`config.mk`:
```
export PLATFORM = sky130hd
export DESIGN_NAME = poly_norm_check_25
export DESIGN_NICKNAME = d
export VERILOG_FILES = /design/src/rtl/raccoon_pkg.sv /design/src/rtl/coef_center_abs_25.sv /design/src/rtl/poly_norm_check_25.sv
export SDC_FILE = /design/constraint.sdc
export NUM_CORES = 2
export LEC_CHECK = 0
export CAP_MARGIN = 30
export CORE_ASPECT_RATIO = 0.8
export CORE_MARGIN = 2
export CORE_UTILIZATION = 43
export DETAILED_ROUTE_END_ITERATION = 10
export PLACE_DENSITY = 0.63
export SLEW_MARGIN = 20
export SYNTH_ARGS = -nofsm -noshare
export SYNTH_HDL_FRONTEND = slang
export SYNTH_SLANG_ARGS = --single-unit
export TNS_END_PERCENT = 50
```
`constraint.sdc`:
```
create_clock -name clk -period 16.9 [get_ports clk]
set_clock_uncertainty 0.15 [all_clocks]
set_input_delay 2.535 -clock clk [delete_from_list [all_inputs] [get_ports clk]]
set_output_delay 2.535 -clock clk [all_outputs]
set_load 0.05 [all_outputs]
```
`src/rtl/raccoon_pkg.sv`:
```
// Shared constants and types for the Raccoon 25-bit coefficient datapath.
package raccoon_pkg;

    // Coefficient and derived widths
    localparam int COEF_W = 25;
    localparam int SQ_W   = 48;   // centred abs < 2^24, so its square fits in 48 bits
    localparam int LANES  = 2;    // two coefficients per packed beat

    // Supported moduli and their centring thresholds H = (q-1)/2
    localparam logic [COEF_W-1:0] Q_25 = 25'd33292289;
    localparam logic [COEF_W-1:0] Q_24 = 25'd16515073;
    localparam logic [COEF_W-1:0] H_25 = 25'd16646144;
    localparam logic [COEF_W-1:0] H_24 = 25'd8257536;

    // Modulus select encoding carried on q_mod
    typedef enum logic {
        Q_SEL_25 = 1'b0,
        Q_SEL_24 = 1'b1
    } q_sel_e;

    // Per-beat tag that travels alongside the data through the pipeline
    typedef struct packed {
        logic vld;
        logic first;
        logic last;
    } beat_tag_t;

    // Modulus for a given select
    function automatic logic [COEF_W-1:0] q_of(input logic q_mod);
        return (q_mod == Q_SEL_24) ? Q_24 : Q_25;
    endfunction

    // Centring threshold for a given select
    function automatic logic [COEF_W-1:0] half_of(input logic q_mod);
        return (q_mod == Q_SEL_24) ? H_24 : H_25;
    endfunction

endpackage

```
`src/rtl/coef_center_abs_25.sv`:
```
// Centred absolute value of one coefficient modulo q, registered (pipeline S1).
// Coefficients at or above q are flagged and contribute zero magnitude.
module coef_center_abs_25
    import raccoon_pkg::*;
(
    input  logic              clk,
    input  logic              rst,
    input  logic              en,
    input  logic              q_mod,
    input  logic [COEF_W-1:0] coef,
    output logic [COEF_W-1:0] abs_val,
    output logic              err
);

    logic [COEF_W-1:0] q_sel;
    logic [COEF_W-1:0] h_sel;
    logic [COEF_W-1:0] abs_d;
    logic [COEF_W-1:0] abs_q;
    logic              err_d;
    logic              err_q;

    // Fold the coefficient into [0, H]; hold the previous result on idle cycles
    always_comb begin
        q_sel = q_of(q_mod);
        h_sel = half_of(q_mod);
        abs_d = abs_q;
        err_d = err_q;
        if (en) begin
            if (coef >= q_sel) begin
                abs_d = '0;
                err_d = 1'b1;
            end else if (coef > h_sel) begin
                abs_d = q_sel - coef;
                err_d = 1'b0;
            end else begin
                abs_d = coef;
                err_d = 1'b0;
            end
        end
    end

    // S1 result registers
    always_ff @(posedge clk or negedge rst) begin
        if (!rst) begin
            abs_q <= '0;
            err_q <= 1'b0;
        end else begin
            abs_q <= abs_d;
            err_q <= err_d;
        end
    end

    assign abs_val = abs_q;
    assign err     = err_q;

endmodule

```
`src/rtl/poly_norm_check_25.sv`:
```
// Streaming infinity-norm / squared-L2-norm checker for two-lane packed
// polynomial coefficients. Beats are framed by a free-running pair counter;
// at the end of each frame a one-cycle done pulse carries the verdict.
// Pipeline: input capture -> S1 centre/abs -> S2 square -> S3 accumulate -> S4 compare.
module poly_norm_check_25
    import raccoon_pkg::*;
#(
    parameter int N_PAIRS = 256,
    parameter int ACC_W   = 64
) (
    input  logic                  clk,
    input  logic                  rst,
    input  logic                  in_flag,
    input  logic                  q_mod,
    input  logic [2*COEF_W-1:0]   din,
    input  logic [COEF_W-1:0]     bound_inf,
    input  logic [ACC_W-1:0]      bound_l2,
    output logic                  done,
    output logic                  pass,
    output logic [COEF_W-1:0]     max_abs,
    output logic [ACC_W-1:0]      sum_sq,
    output logic                  range_err
);

    localparam int               CNT_W    = (N_PAIRS > 1) ? $clog2(N_PAIRS) : 1;
    localparam logic [CNT_W-1:0] CNT_LAST = CNT_W'(N_PAIRS - 1);

    // ------------------------------------------------------------------
    // Input capture: beat counter, tags and packed data
    // ------------------------------------------------------------------
    logic [CNT_W-1:0]     cnt_d,     cnt_q;
    beat_tag_t            s0_tag_d,  s0_tag_q;
    logic [2*COEF_W-1:0]  s0_din_d,  s0_din_q;
    logic                 s0_qmod_d, s0_qmod_q;

    // Tag each accepted beat by its position in the frame and advance the counter
    always_comb begin
        cnt_d          = cnt_q;
        s0_tag_d.vld   = in_flag;
        s0_tag_d.first = in_flag && (cnt_q == '0);
        s0_tag_d.last  = in_flag && (cnt_q == CNT_LAST);
        s0_din_d       = s0_din_q;
        s0_qmod_d      = s0_qmod_q;
        if (in_flag) begin
            cnt_d     = (cnt_q == CNT_LAST) ? '0 : cnt_q + CNT_W'(1);
            s0_din_d  = din;
            s0_qmod_d = q_mod;
        end
    end

    // Input capture registers
    always_ff @(posedge clk or negedge rst) begin
        if (!rst) begin
            cnt_q     <= '0;
            s0_tag_q  <= '0;
            s0_din_q  <= '0;
            s0_qmod_q <= 1'b0;
        end else begin
            cnt_q     <= cnt_d;
            s0_tag_q  <= s0_tag_d;
            s0_din_q  <= s0_din_d;
            s0_qmod_q <= s0_qmod_d;
        end
    end

    // ------------------------------------------------------------------
    // Tag pipeline alongside S1 and S2 (tags are already gated by vld)
    // ------------------------------------------------------------------
    beat_tag_t s1_tag_d, s1_tag_q;
    beat_tag_t s2_tag_d, s2_tag_q;

    // Tags simply shift one stage per clock
    always_comb begin
        s1_tag_d = s0_tag_q;
        s2_tag_d = s1_tag_q;
    end

    // Tag registers for S1 and S2
    always_ff @(posedge clk or negedge rst) begin
        if (!rst) begin
            s1_tag_q <= '0;
            s2_tag_q <= '0;
        end else begin
            s1_tag_q <= s1_tag_d;
            s2_tag_q <= s2_tag_d;
        end
    end

    // ------------------------------------------------------------------
    // Per-lane S1 (centre/abs) and S2 (square); lane 1 is A, lane 0 is B
    // ------------------------------------------------------------------
    logic [LANES-1:0][SQ_W-1:0]   s2_sq;
    logic [LANES-1:0][COEF_W-1:0] s2_abs;
    logic [LANES-1:0]             s2_err;

    genvar gi;
    generate
        for (gi = 0; gi < LANES; gi++) begin : g_lane
            logic [COEF_W-1:0] s1_abs;
            logic              s1_err;
            logic [SQ_W-1:0]   sq_d,   sq_q;
            logic [COEF_W-1:0] abs_d,  abs_q;
            logic              err_d,  err_q;

            coef_center_abs_25 u_center (
                .clk     (clk),
                .rst     (rst),
                .en      (s0_tag_q.vld),
                .q_mod   (s0_qmod_q),
                .coef    (s0_din_q[gi*COEF_W +: COEF_W]),
                .abs_val (s1_abs),
                .err     (s1_err)
            );

            // Square the lane magnitude; keep abs and err aligned for the accumulator
            always_comb begin
                sq_d  = sq_q;
                abs_d = abs_q;
                err_d = err_q;
                if (s1_tag_q.vld) begin
                    sq_d  = SQ_W'(s1_abs) * SQ_W'(s1_abs);
                    abs_d = s1_abs;
                    err_d = s1_err;
                end
            end

            // S2 lane registers
            always_ff @(posedge clk or negedge rst) begin
                if (!rst) begin
                    sq_q  <= '0;
                    abs_q <= '0;
                    err_q <= 1'b0;
                end else begin
                    sq_q  <= sq_d;
                    abs_q <= abs_d;
                    err_q <= err_d;
                end
            end

            assign s2_sq[gi]  = sq_q;
            assign s2_abs[gi] = abs_q;
            assign s2_err[gi] = err_q;
        end
    endgenerate

    // ------------------------------------------------------------------
    // S3: frame accumulators
    // ------------------------------------------------------------------
    logic [COEF_W-1:0] lane_max;
    logic [ACC_W-1:0]  beat_sum;
    logic              beat_err;
    logic [COEF_W-1:0] acc_max_d, acc_max_q;
    logic [ACC_W-1:0]  acc_sum_d, acc_sum_q;
    logic              acc_err_d, acc_err_q;
    logic              s3_vld_d,  s3_vld_q;
    logic              s3_last_d, s3_last_q;

    // A first beat restarts the frame totals; other beats fold into them
    always_comb begin
        lane_max  = (s2_abs[1] > s2_abs[0]) ? s2_abs[1] : s2_abs[0];
        beat_sum  = ACC_W'(s2_sq[1]) + ACC_W'(s2_sq[0]);
        beat_err  = |s2_err;
        acc_max_d = acc_max_q;
        acc_sum_d = acc_sum_q;
        acc_err_d = acc_err_q;
        s3_vld_d  = s2_tag_q.vld;
        s3_last_d = s2_tag_q.last;
        if (s2_tag_q.vld) begin
            if (s2_tag_q.first) begin
                acc_max_d = lane_max;
                acc_sum_d = beat_sum;
                acc_err_d = beat_err;
            end else begin
                acc_max_d = (lane_max > acc_max_q) ? lane_max : acc_max_q;
                acc_sum_d = acc_sum_q + beat_sum;
                acc_err_d = acc_err_q | beat_err;
            end
        end
    end

    // S3 accumulator registers
    always_ff @(posedge clk or negedge rst) begin
        if (!rst) begin
            acc_max_q <= '0;
            acc_sum_q <= '0;
            acc_err_q <= 1'b0;
            s3_vld_q  <= 1'b0;
            s3_last_q <= 1'b0;
        end else begin
            acc_max_q <= acc_max_d;
            acc_sum_q <= acc_sum_d;
            acc_err_q <= acc_err_d;
            s3_vld_q  <= s3_vld_d;
            s3_last_q <= s3_last_d;
        end
    end

    // ------------------------------------------------------------------
    // S4: compare against the bounds and hold the frame result
    // ------------------------------------------------------------------
    logic              done_d,      done_q;
    logic              pass_d,      pass_q;
    logic [COEF_W-1:0] max_abs_d,   max_abs_q;
    logic [ACC_W-1:0]  sum_sq_d,    sum_sq_q;
    logic              range_err_d, range_err_q;

    // Latch the verdict when the last beat of a frame leaves the accumulator
    always_comb begin
        done_d      = s3_vld_q && s3_last_q;
        pass_d      = pass_q;
        max_abs_d   = max_abs_q;
        sum_sq_d    = sum_sq_q;
        range_err_d = range_err_q;
        if (done_d) begin
            max_abs_d   = acc_max_q;
            sum_sq_d    = acc_sum_q;
            range_err_d = acc_err_q;
            pass_d      = (acc_max_q <= bound_inf) && (acc_sum_q <= bound_l2) && !acc_err_q;
        end
    end

    // S4 output registers
    always_ff @(posedge clk or negedge rst) begin
        if (!rst) begin
            done_q      <= 1'b0;
            pass_q      <= 1'b0;
            max_abs_q   <= '0;
            sum_sq_q    <= '0;
            range_err_q <= 1'b0;
        end else begin
            done_q      <= done_d;
            pass_q      <= pass_d;
            max_abs_q   <= max_abs_d;
            sum_sq_q    <= sum_sq_d;
            range_err_q <= range_err_d;
        end
    end

    assign done      = done_q;
    assign pass      = pass_q;
    assign max_abs   = max_abs_q;
    assign sum_sq    = sum_sq_q;
    assign range_err = range_err_q;

endmodule

```
==> metrics.csv <==
metric,value,unit
cp_slowest_cell,clkinv_1,
avgRoutedWirePerCell,21.0,um
drv.max_cap_violation_count,0,
crit_family,adder cells,
part_of_the_yosys_area_used_for_sequential_elements,18.2,%
multi_input_comb_area,43600,um2
synth.ff_latch_count,448,
crit_path_start_kind,flip-flop,
setup.worst_path.end_class,flip-flop,
crit_path_max_incr_delay,0.93,ns
synth-main-ff-cell,dfrtp_1,
area_growth,9.55,%
hold-path-cell-count,0,
avgViaCountPerCell,5.30,
cts_post_setup_buffers_inserted,0,
worstRegToRegCells,26,
clock_insertion_delay_worst_skew,0.65,ns
clock_tree.buffer_depth,3,
async_reset_ff_share,100,%
period_needed,9.32,ns
number_of_antenna_violations_at_the_first_check_in_global_routing,2,
timing_max_transition_violations_final,0,
finalInstanceArea,67300,um2
first_global_vias,47500,
rsz0062_at_grt,false,
cp_data_arrival_time,9.68,ns
ant_nets,0,
drt_pass1_iterations,6,
placed_cells,8565,
cts_htree_levels,2,
worst_setup_hold_path_clk_slew,0.06,ns
syn-mean-instance-area,9.24,um2
cts_sinks,448,
synth-edff-count,0,
cts_hold_buffers,0,
vias,45900,
fin_cells,8660,
dpl.hpwl,148000,um
required,17.26,ns
placement.cell_area,65600,um2
finalSetupViolations,0,
worst_r2r_startpoint,g_lane[1].u_center.abs_val[3],
die-height,342,um
first_iter_violations,3668,
worstPathMaxFanout,17,
outcome,finished clean,
yosysWarnings,0,
design.core.area,142000,um2
grt_pass1_wl,283000,um
io_buffer_count,234,
ff2ff_setup_slack,7.58,ns
totalWireLength,182000,um
cts_repair_resize_count,0,
dieWidth,427,um
synth_fp_nets,8330,
worstPathBufferInverterCount,7,
die_area,146000,um2
hold_path.startpoint,s3_last_d,
initial_core_util,43.1,%
post_route_cells_drive_above_1_share,6.07,%
hold_end,s3_last_q,
final-seq-area,11200,um2
timing.critical_path.mode_cell,fa_1,
actual_slew_at_the_worst_max_slew_pin,1.07,ns
rows,124,
place_congestion,0.940,
gate_count_post_synth,6651,
worst_setup_path_startpoint,g_lane[1].u_center.abs_val[3],
worst_hold_path_type,flip-flop to flip-flop,
finish.net_count,8410,
fin_crit_sh,55.1,%
synthDistinctLibCells,86,
num_io_pins,235,
final_core_util,47.3,%
achievable-frequency,107,MHz
detail_route.drc_violations,0,
hold_viol,0,
final.fill_count,13500,
grt.overflow.total,0,
global_route.usage.total,25.2,%
clock-root-buffer,clkbuf_16,
cts_buffers,51,
worstReg2RegEnd,g_lane[1].sq_q[43],
cts_tree,done,
fin_tns_setup,0,ns
maxSlewHeadroom,27.9,%
criticalPathCategory,flip-flop to flip-flop,
antenna-diode-count,0,
mappedNetlistArea,61500,um2
grt_max_degree,161,
==> cell usage after synthesis, types with 12 or more instances <==
library cell	number	area, um2
a21oi_1	316	1580
ha_1	603	7540
nand2b_1	23	144
buf_1	30	113
o22ai_1	58	363
nor2b_1	38	238
nand3_1	68	340
o21a_1	31	233
nand2_1	530	1990
or3_1	12	75.1
a31oi_1	26	163
o31ai_1	29	218
o21ai_0	232	1160
xnor2_1	142	1240
fa_1	933	18700
dfrtp_1	448	11200
xor2_1	109	955
and3_1	24	150
inv_1	1521	5710
nor2_1	500	1880
o211ai_1	19	143
o21bai_1	31	233
mux2_2	245	2760
clkbuf_1	201	754
nor3_1	35	175
nand4_1	73	457
a21o_1	149	1120
a211oi_1	19	143
mux2i_1	19	190
==> layer usage <==
layer	up-vias	wire, um	GRT usage, %
met5	-	0	0
met4	0	4390	5.82
met3	222	17100	6.44
met2	1762	75000	36.1
met1	22800	85700	38.0
li1	21200	-	-
==> registers in the layout, summed over array words and instances, names as in the netlist, 2 cells and up <==
name	cells
sum_sq	64
g_lane.err_q	2
g_lane.u_center.err	2
acc_sum_q	64
acc_max_q	25
g_lane.u_center.abs_val	50
g_lane.abs_q	48
s0_din_q	50
s0_tag_q	3
max_abs	25
s1_tag_q	3
cnt_q	8
g_lane.sq_q	94
==> through the flow <==
step / hold slack (ns) / setup WS, ns
final: 0.202 / 7.58
after global routing: 0.208 / 7.27
after CTS: 0.203 / 7.69
after detailed placement: 0.189 / 7.67
after global placement: 0.186 / 7.76
after floorplan: 0.181 / 9.31
==> cell usage in the layout (no fill, tap or decap), types with 26 or more instances in the layout <==
| cell type | synthesis | final |
|---|---|---|
| o21a_1 | 31 | 31 |
| mux2_2 | 245 | 245 |
| a21o_1 | 149 | 149 |
| a31oi_1 | 26 | 26 |
| nand4_1 | 73 | 73 |
| nand3_1 | 68 | 68 |
| o21bai_1 | 31 | 31 |
| dfrtp_1 | 448 | 444 |
| a21oi_1 | 316 | 315 |
| clkdlybuf4s50_1 | 0 | 232 |
| o31ai_1 | 29 | 29 |
| nor3_1 | 35 | 35 |
| buf_4 | 0 | 30 |
| ha_1 | 603 | 603 |
| o21ai_0 | 232 | 230 |
| clkbuf_16 | 0 | 52 |
| nor2b_1 | 38 | 38 |
| inv_1 | 1521 | 1521 |
| fa_1 | 933 | 933 |
| xnor2_1 | 142 | 142 |
| nand2_1 | 530 | 529 |
| nor2_1 | 500 | 500 |
| xor2_1 | 109 | 109 |
| o22ai_1 | 58 | 58 |
==> worst max-delay path by stage <==
| stage | slack (ns) | end | cells after the start |
|---|---|---|---|
| 2_1_floorplan | 9.31 | g_lane[1].sq_q[43] | 26 |
| 3_3_place_gp | 7.76 | g_lane[1].sq_q[43] | 26 |
| 3_5_place_dp | 7.67 | g_lane[1].sq_q[43] | 26 |
| 4_1_cts | 7.69 | g_lane[1].sq_q[43] | 26 |
| 5_1_grt | 7.27 | g_lane[1].sq_q[43] | 26 |
| 6_report | 7.58 | g_lane[1].sq_q[43] | 26 |
==> kinds of logic (layout without fill, tap and decap cells) <==
group	after synthesis	in the layout	synth area share [%]
compound gates	1009	1009	10.2
xor+xnor	251	251	3.58
fa+ha+maj	1536	1536	42.7
buf+inv	1773	1892	10.9
flops	448	448	18.2
mux	264	264	4.80
simple gates	1370	1370	9.66
==> area by class of cell <==
cell class | count | share of cell area [%]
multi-input cells | 4430 | 64.7
repair buffers | 271 | 3.98
inverters | 1529 | 8.53
clock buffers | 70 | 2.18
flip-flops and latches | 448 | 16.7
clock inverters | 22 | 0.405
well taps | 1890 | 3.51
Power is left out: the tool's default activity adds up to more than one toggle a clock period on the data nets, which glitch-free logic cannot reach.
